==> config.mk <==
export PLATFORM = sky130hd
export DESIGN_NAME = kypd_scanner
export DESIGN_NICKNAME = d
export VERILOG_FILES = /design/src/rtl/kypd_pkg.sv /design/src/rtl/kypd_debounce.sv /design/src/rtl/kypd_scanner.sv
export SDC_FILE = /design/constraint.sdc
export NUM_CORES = 1
export LEC_CHECK = 0
export ABC_AREA = 1
export CAP_MARGIN = 20
export CELL_PAD_IN_SITES_DETAIL_PLACEMENT = 0
export CELL_PAD_IN_SITES_GLOBAL_PLACEMENT = 1
export CORE_MARGIN = 10
export CORE_UTILIZATION = 45
export DETAILED_ROUTE_END_ITERATION = 10
export DONT_BUFFER_PORTS = 1
export GPL_TIMING_DRIVEN = 0
export MAX_ROUTING_LAYER = met4
export PLACE_DENSITY = 0.79
export SLEW_MARGIN = 20
export SYNTH_ARGS = -nofsm -noshare
export SYNTH_HDL_FRONTEND = slang
export SYNTH_HIERARCHICAL = 1
export SYNTH_SLANG_ARGS = --single-unit
==> constraint.sdc <==
create_clock -name clk -period 2.6 [get_ports clk]
set_input_delay 0.39 -clock clk [delete_from_list [all_inputs] [get_ports clk]]
set_output_delay 0.39 -clock clk [all_outputs]
set_load 0.03 [all_outputs]
==> src/rtl/kypd_pkg.sv <==
// Shared types and constants for the PmodKYPD column scanner.
package kypd_pkg;

  localparam int NUM_COLS = 4;
  localparam int NUM_ROWS = 4;

  typedef enum logic [1:0] {FR_NONE, FR_SINGLE, FR_MULTI} frame_class_t;
  typedef enum logic {ST_IDLE, ST_PRESSED} kypd_state_t;

  // Hex code of each key, indexed [row][col]
  localparam logic [3:0] KEY_MAP [NUM_ROWS][NUM_COLS] = '{
    '{4'h1, 4'h2, 4'h3, 4'hA},
    '{4'h4, 4'h5, 4'h6, 4'hB},
    '{4'h7, 4'h8, 4'h9, 4'hC},
    '{4'h0, 4'hF, 4'hE, 4'hD}
  };

endpackage

==> src/rtl/kypd_debounce.sv <==
// Frame-level debounce: accepts a press/release after DEBOUNCE_FRAMES identical frames.
module kypd_debounce
  import kypd_pkg::*;
#(
  parameter int DEBOUNCE_FRAMES = 4
) (
  input  logic         clk,
  input  logic         rst,
  input  logic         frame_valid,
  input  frame_class_t frame_cls,
  input  logic [3:0]   frame_code,
  output logic [3:0]   key_code,
  output logic         key_held,
  output logic         key_press
);

  localparam int CNT_W = $clog2(DEBOUNCE_FRAMES + 1);
  localparam logic [CNT_W-1:0] CNT_MAX = CNT_W'(DEBOUNCE_FRAMES);

  kypd_state_t        r_state, w_state_nxt;
  frame_class_t       r_prev_cls;
  logic [3:0]         r_prev_code;
  logic [CNT_W-1:0]   r_cnt, w_cnt_nxt;
  logic [3:0]         r_code, w_code_nxt;
  logic               r_press, w_press_nxt;

  always_ff @(posedge clk) begin
    if (rst) begin
      r_state     <= ST_IDLE;
      r_prev_cls  <= FR_NONE;
      r_prev_code <= 4'h0;
      r_cnt       <= '0;
      r_code      <= 4'h0;
      r_press     <= 1'b0;
    end else begin
      r_state <= w_state_nxt;
      r_cnt   <= w_cnt_nxt;
      r_code  <= w_code_nxt;
      r_press <= w_press_nxt;
      if (frame_valid) begin
        r_prev_cls  <= frame_cls;
        r_prev_code <= frame_code;
      end
    end
  end

  always_comb begin
    w_state_nxt = r_state;
    w_cnt_nxt   = r_cnt;
    w_code_nxt  = r_code;
    w_press_nxt = 1'b0;
    if (frame_valid) begin
      if (frame_cls == r_prev_cls && frame_code == r_prev_code)
        w_cnt_nxt = (r_cnt == CNT_MAX) ? CNT_MAX : r_cnt + 1'b1;
      else
        w_cnt_nxt = CNT_W'(1);
      // MULTI falls through both branches: it only disturbs stability
      if (w_cnt_nxt == CNT_MAX) begin
        case (r_state)
          ST_IDLE:
            if (frame_cls == FR_SINGLE) begin
              w_state_nxt = ST_PRESSED;
              w_code_nxt  = frame_code;
              w_press_nxt = 1'b1;
            end
          ST_PRESSED:
            if (frame_cls == FR_NONE) begin
              w_state_nxt = ST_IDLE;
            end else if (frame_cls == FR_SINGLE && frame_code != r_code) begin
              w_code_nxt  = frame_code;
              w_press_nxt = 1'b1;
            end
          default: w_state_nxt = ST_IDLE;
        endcase
      end
    end
  end

  assign key_code  = r_code;
  assign key_held  = (r_state == ST_PRESSED);
  assign key_press = r_press;

endmodule

==> src/rtl/kypd_scanner.sv <==
// PmodKYPD scanner: row synchroniser, column divider/rotation and per-frame classifier.
module kypd_scanner
  import kypd_pkg::*;
#(
  parameter int SCAN_DIV        = 100000,
  parameter int DEBOUNCE_FRAMES = 4
) (
  input  logic       clk,
  input  logic       rst,
  input  logic [3:0] row,
  output logic [3:0] col,
  output logic [3:0] key_code,
  output logic       key_held,
  output logic       key_press
);

  localparam int DIV_W = $clog2(SCAN_DIV);

  logic [3:0]                         r_row_s1, r_row_s2;
  logic [DIV_W-1:0]                   r_div;
  logic [1:0]                         r_col_idx;
  logic [NUM_COLS-1:0][NUM_ROWS-1:0]  r_acc;   // [col][row], 1 = key down
  logic                               r_frame_valid;
  logic                               w_tick;
  logic                               w_any, w_multi;
  logic [3:0]                         w_hit_code, w_code;
  frame_class_t                       w_cls;

  assign w_tick = (r_div == DIV_W'(SCAN_DIV - 1));

  always_ff @(posedge clk) begin
    if (rst) begin
      r_row_s1      <= 4'hF;
      r_row_s2      <= 4'hF;
      r_div         <= '0;
      r_col_idx     <= 2'd0;
      r_acc         <= '0;
      r_frame_valid <= 1'b0;
    end else begin
      r_row_s1      <= row;
      r_row_s2      <= r_row_s1;
      r_frame_valid <= w_tick && (r_col_idx == 2'd3);
      if (w_tick) begin
        r_div            <= '0;
        r_col_idx        <= r_col_idx + 2'd1;
        r_acc[r_col_idx] <= ~r_row_s2;
      end else begin
        r_div <= r_div + 1'b1;
      end
    end
  end

  assign col = ~(4'b0001 << r_col_idx);

  // Non-SINGLE frames carry code 0 so candidate equality is class-driven
  always_comb begin
    w_any      = 1'b0;
    w_multi    = 1'b0;
    w_hit_code = 4'h0;
    for (int c = 0; c < NUM_COLS; c++) begin
      for (int r = 0; r < NUM_ROWS; r++) begin
        if (r_acc[c][r]) begin
          if (w_any) w_multi = 1'b1;
          w_any      = 1'b1;
          w_hit_code = KEY_MAP[r][c];
        end
      end
    end
    w_cls  = w_multi ? FR_MULTI : (w_any ? FR_SINGLE : FR_NONE);
    w_code = (w_cls == FR_SINGLE) ? w_hit_code : 4'h0;
  end

  kypd_debounce #(
    .DEBOUNCE_FRAMES(DEBOUNCE_FRAMES)
  ) u_debounce (
    .clk        (clk),
    .rst        (rst),
    .frame_valid(r_frame_valid),
    .frame_cls  (w_cls),
    .frame_code (w_code),
    .key_code   (key_code),
    .key_held   (key_held),
    .key_press  (key_press)
  );

endmodule

==> impl_metrics.ini <==
[placed_design]
place.gp.congestion = 0.7834
postPlaceCellArea_sq_um = 3264
place_inst = 521
hpwlAfterDp_microns = 4712
io_buffer_count = 0

[critical_path]
ff2ff_setup_slack_ps = 70
worstPathArrival_ps = 2820
critPathLaunchType = flip-flop
crit_type = flip-flop to flip-flop
r2r_start = r_acc[2]$_SDFFE_PP0P_
endpoint_kind = flip-flop
r2r_cells = 19
cp_max_fo = 6
crit_required_ps = 2880
worstReg2RegEnd = u_debounce/key_code[3]$_SDFFE_PP0P_

[clock_network]
cts.path.max_buffers = 2
cts_root_buf = clkbuf_8
cts_tree = done
h-tree-depth = 3
cts.sinks = 59
clk_pin_slew_ps = 60
cts_hold_buf = 0
cts_buffers = 9
clock_latency_ps = 340

[power]
powerDensity_nw_per_um2 = 459.2
leakage_nw = 1.593
internal_power_mw = 1.286
p_total_mw = 1.654
sw_frac_of_total_pct = 22.23
seq_power_share_pct = 55.6
pwr-share-comb_pct = 2.0
clkPwrFrac_pct = 42.4
vdd.ir_drop.worst_v = 0.0002871
switchingPower_mw = 0.3676

[layout]
drive_gt1_share_pct = 23.62
fin_nets = 462
syn_to_final_growth_pct = 14.52
final_area_sq_um = 3601
nFillCells = 669
n_antenna_cell = 0
instances_no_fill = 549

[worst_hold_path]
min-delay-start = rst
whs_path_depth = 1
worstHoldPathType = primary input to flip-flop
min_to = u_debounce/key_press$_SDFF_PP0_

[sta]
skew_ps = 7.467
period_minus_slack_ps = 2534
rsz0062_at_grt = yes
period_share_pct = 97.47
tightestPinTransition_ps = 555.8
maxSlewHeadroom_pct = 62.95
fmax_mhz = 394.6
hold_violations = 0
finalSetupViolations = 0
drv_slew = 0

[die]
io_pins = 16
die-area_sq_um = 10730
die_y_microns = 103.6
die_x_microns = 103.6
start_util_pct = 46.28
coreArea_sq_um = 6794
num_rows = 30

[synth]
syn_area_sq_um = 3144
synth-simple-area-share_pct = 37.45
syn-num-nets = 438
synthCells = 425
avgSynthCellArea_sq_um = 7.398
yosysMostFrequentCell = nand2_1
synth_ff_type = dfxtp_1
synth_compound_area_share_pct = 10.70
ys_types = 39
async_reset_ff_share_pct = 0
synth_fa_ha_area_share_pct = 2.786
synth_xor_area_share_pct = 2.228
seq_area_frac_synth_pct = 37.56
synth_mux_area_share_pct = 0
synth_common_cells = nand2_1, nor2_1, dfxtp_1
yosys_warnings = 6
synth.area.top_cells = dfxtp_1, nand2_1, nor2_1
synth_top_family_by_area = simple AND/OR/NAND/NOR gates
synth_area_leader_cell = dfxtp_1
postSynthRegisterBits = 59
synth_edf_count = 0
netlist.area_leader.share_pct = 37.56

[global_route]
gr-usage-met1_pct = 14.55
grt_pass1_vias = 2447
grt_max_degree = 11
grt_pass1_wl_microns = 11140
use_met3_pct = 2.726
antenna_found_initial = 0
gr-total-overflow = 0
grt_usage_pct = 12.74
met2_usage_pct = 20.09
grt-busiest-layer = met2

[route]
first_pass_iters = 6
vias_per_cell = 4.707
drt_iter0_drc = 65
wire_per_inst_microns = 11.55
wl_microns = 6343
drc_errors = 0
final_antenna_net_count = 0
num_vias = 2584

[run]
drv_cap = 0

[status]
outcome = complete, no violations
-- flip-flops by register name (all words and copies together), names as in the netlist, named ones only --
signal,count
r_acc,16
r_col_idx,2
r_div,17
r_frame_valid,1
r_row_s1,4
r_row_s2,4
u_debounce/key_code,4
u_debounce/key_press,1
u_debounce/r_cnt,3
u_debounce/r_prev_cls,2
u_debounce/r_prev_code,4
-- kinds of logic after synthesis --
family | Yosys count
compound gates | 53
xor+xnor | 8
fa+ha+maj | 7
simple gates | 224
buf+inv | 74
flops | 59
-- worst max path at each step --
stage	cells after the start	start	slack (ps)	endpoint
2_1_floorplan	18	r_acc[12]$_SDFFE_PP0P_	300	u_debounce/key_code[1]$_SDFFE_PP0P_
3_3_place_gp	21	r_acc[1]$_SDFFE_PP0P_	-90	u_debounce/key_code[3]$_SDFFE_PP0P_
5_1_grt	19	r_acc[2]$_SDFFE_PP0P_	-220	u_debounce/key_code[1]$_SDFFE_PP0P_
4_1_cts	18	r_acc[2]$_SDFFE_PP0P_	6	u_debounce/key_code[0]$_SDFFE_PP0P_
6_report	19	r_acc[2]$_SDFFE_PP0P_	70	u_debounce/key_code[3]$_SDFFE_PP0P_
3_5_place_dp	20	r_acc[1]$_SDFFE_PP0P_	-90	flip-flop
-- metrics by stage --
stage	utilization [%]	TNS, ps	worst slack (ps)	hold WS (ps)
final	53.00	0	65.88	118.2
after global routing	53.00	-1135	-216.8	100.9
after CTS	52.39	0	6.166	103.7
after detailed placement	48.05	-421.8	-94.07	393.2
after global placement	48.05	-466.0	-94.17	391.7
after floorplan	-	0	297.6	389.5
-- worst max-delay path, stage by stage, from the launching register on --
cell	delay (ps)
dfxtp_4	350
nor2_4	160
nand4_1	150
nor2_2	180
nand4_2	120
nor2_2	120
nor2_1	60
nor2_2	140
nand3_4	160
nor2_4	140
inv_2	70
nand2_2	60
nand2_2	60
nor2_4	130
nand3_4	100
nor2_4	120
nand2_2	80
nor2_4	120
nor2_1	50
nor2_1	110
-- layer usage --
layer	up-vias	part of all wire (%)
li1	1411	-
met1	1121	47
met2	41	47
met3	11	3.3
met4	0	2.7
met5	-	0
-- what timing repair did --
item | in CTS | in global routing
pin swaps | 19 | 9
setup endpoints to repair | 5 | 7
buffers inserted | 8 | 5
resized for setup | 21 | 3
-- final cells by class --
cell class | count | area, sq um | share of cell area (%)
plain buffers | 7 | 40.04 | 1.112
clock buffers | 12 | 145.1 | 4.031
clock inverters | 3 | 15.01 | 0.4170
inverters | 67 | 251.5 | 6.984
multi-input cells | 292 | 1744 | 48.44
flip-flops and latches | 59 | 1187 | 32.97
well taps | 96 | 120.1 | 3.336
repair buffers | 13 | 97.59 | 2.710
-- power by group through the flow --
stage / registers (mW) / clock network (mW) / logic, mW
after global routing: 0.920 / 0.767 / 0.0376
after global placement: 0.940 / 0 / 0.0326
final: 0.919 / 0.702 / 0.0324
after floorplan: 0.938 / 0 / 0.0257
after detailed placement: 0.941 / 0 / 0.0333
after CTS: 0.919 / 0.724 / 0.0334
-- placed cells by master, fill, tap and decap left out, types with 4 or more instances in the layout --
master,Yosys,routed
a211oi_1,13,13
a211oi_2,4,4
a21oi_1,17,17
buf_4,1,14
clkbuf_1,2,4
clkbuf_8,0,10
dfxtp_1,59,56
ha_1,7,7
inv_1,56,55
inv_2,10,11
nand2_1,73,68
nand2_2,9,14
nand3_1,24,22
nand4_1,9,9
nor2_1,60,55
nor2_2,10,9
nor2_4,6,12
nor2_8,4,4
nor3_1,7,7
o21ai_0,15,15
or2_2,9,9
xor2_1,5,5
Note: power is estimated with default switching activity, not from simulation.
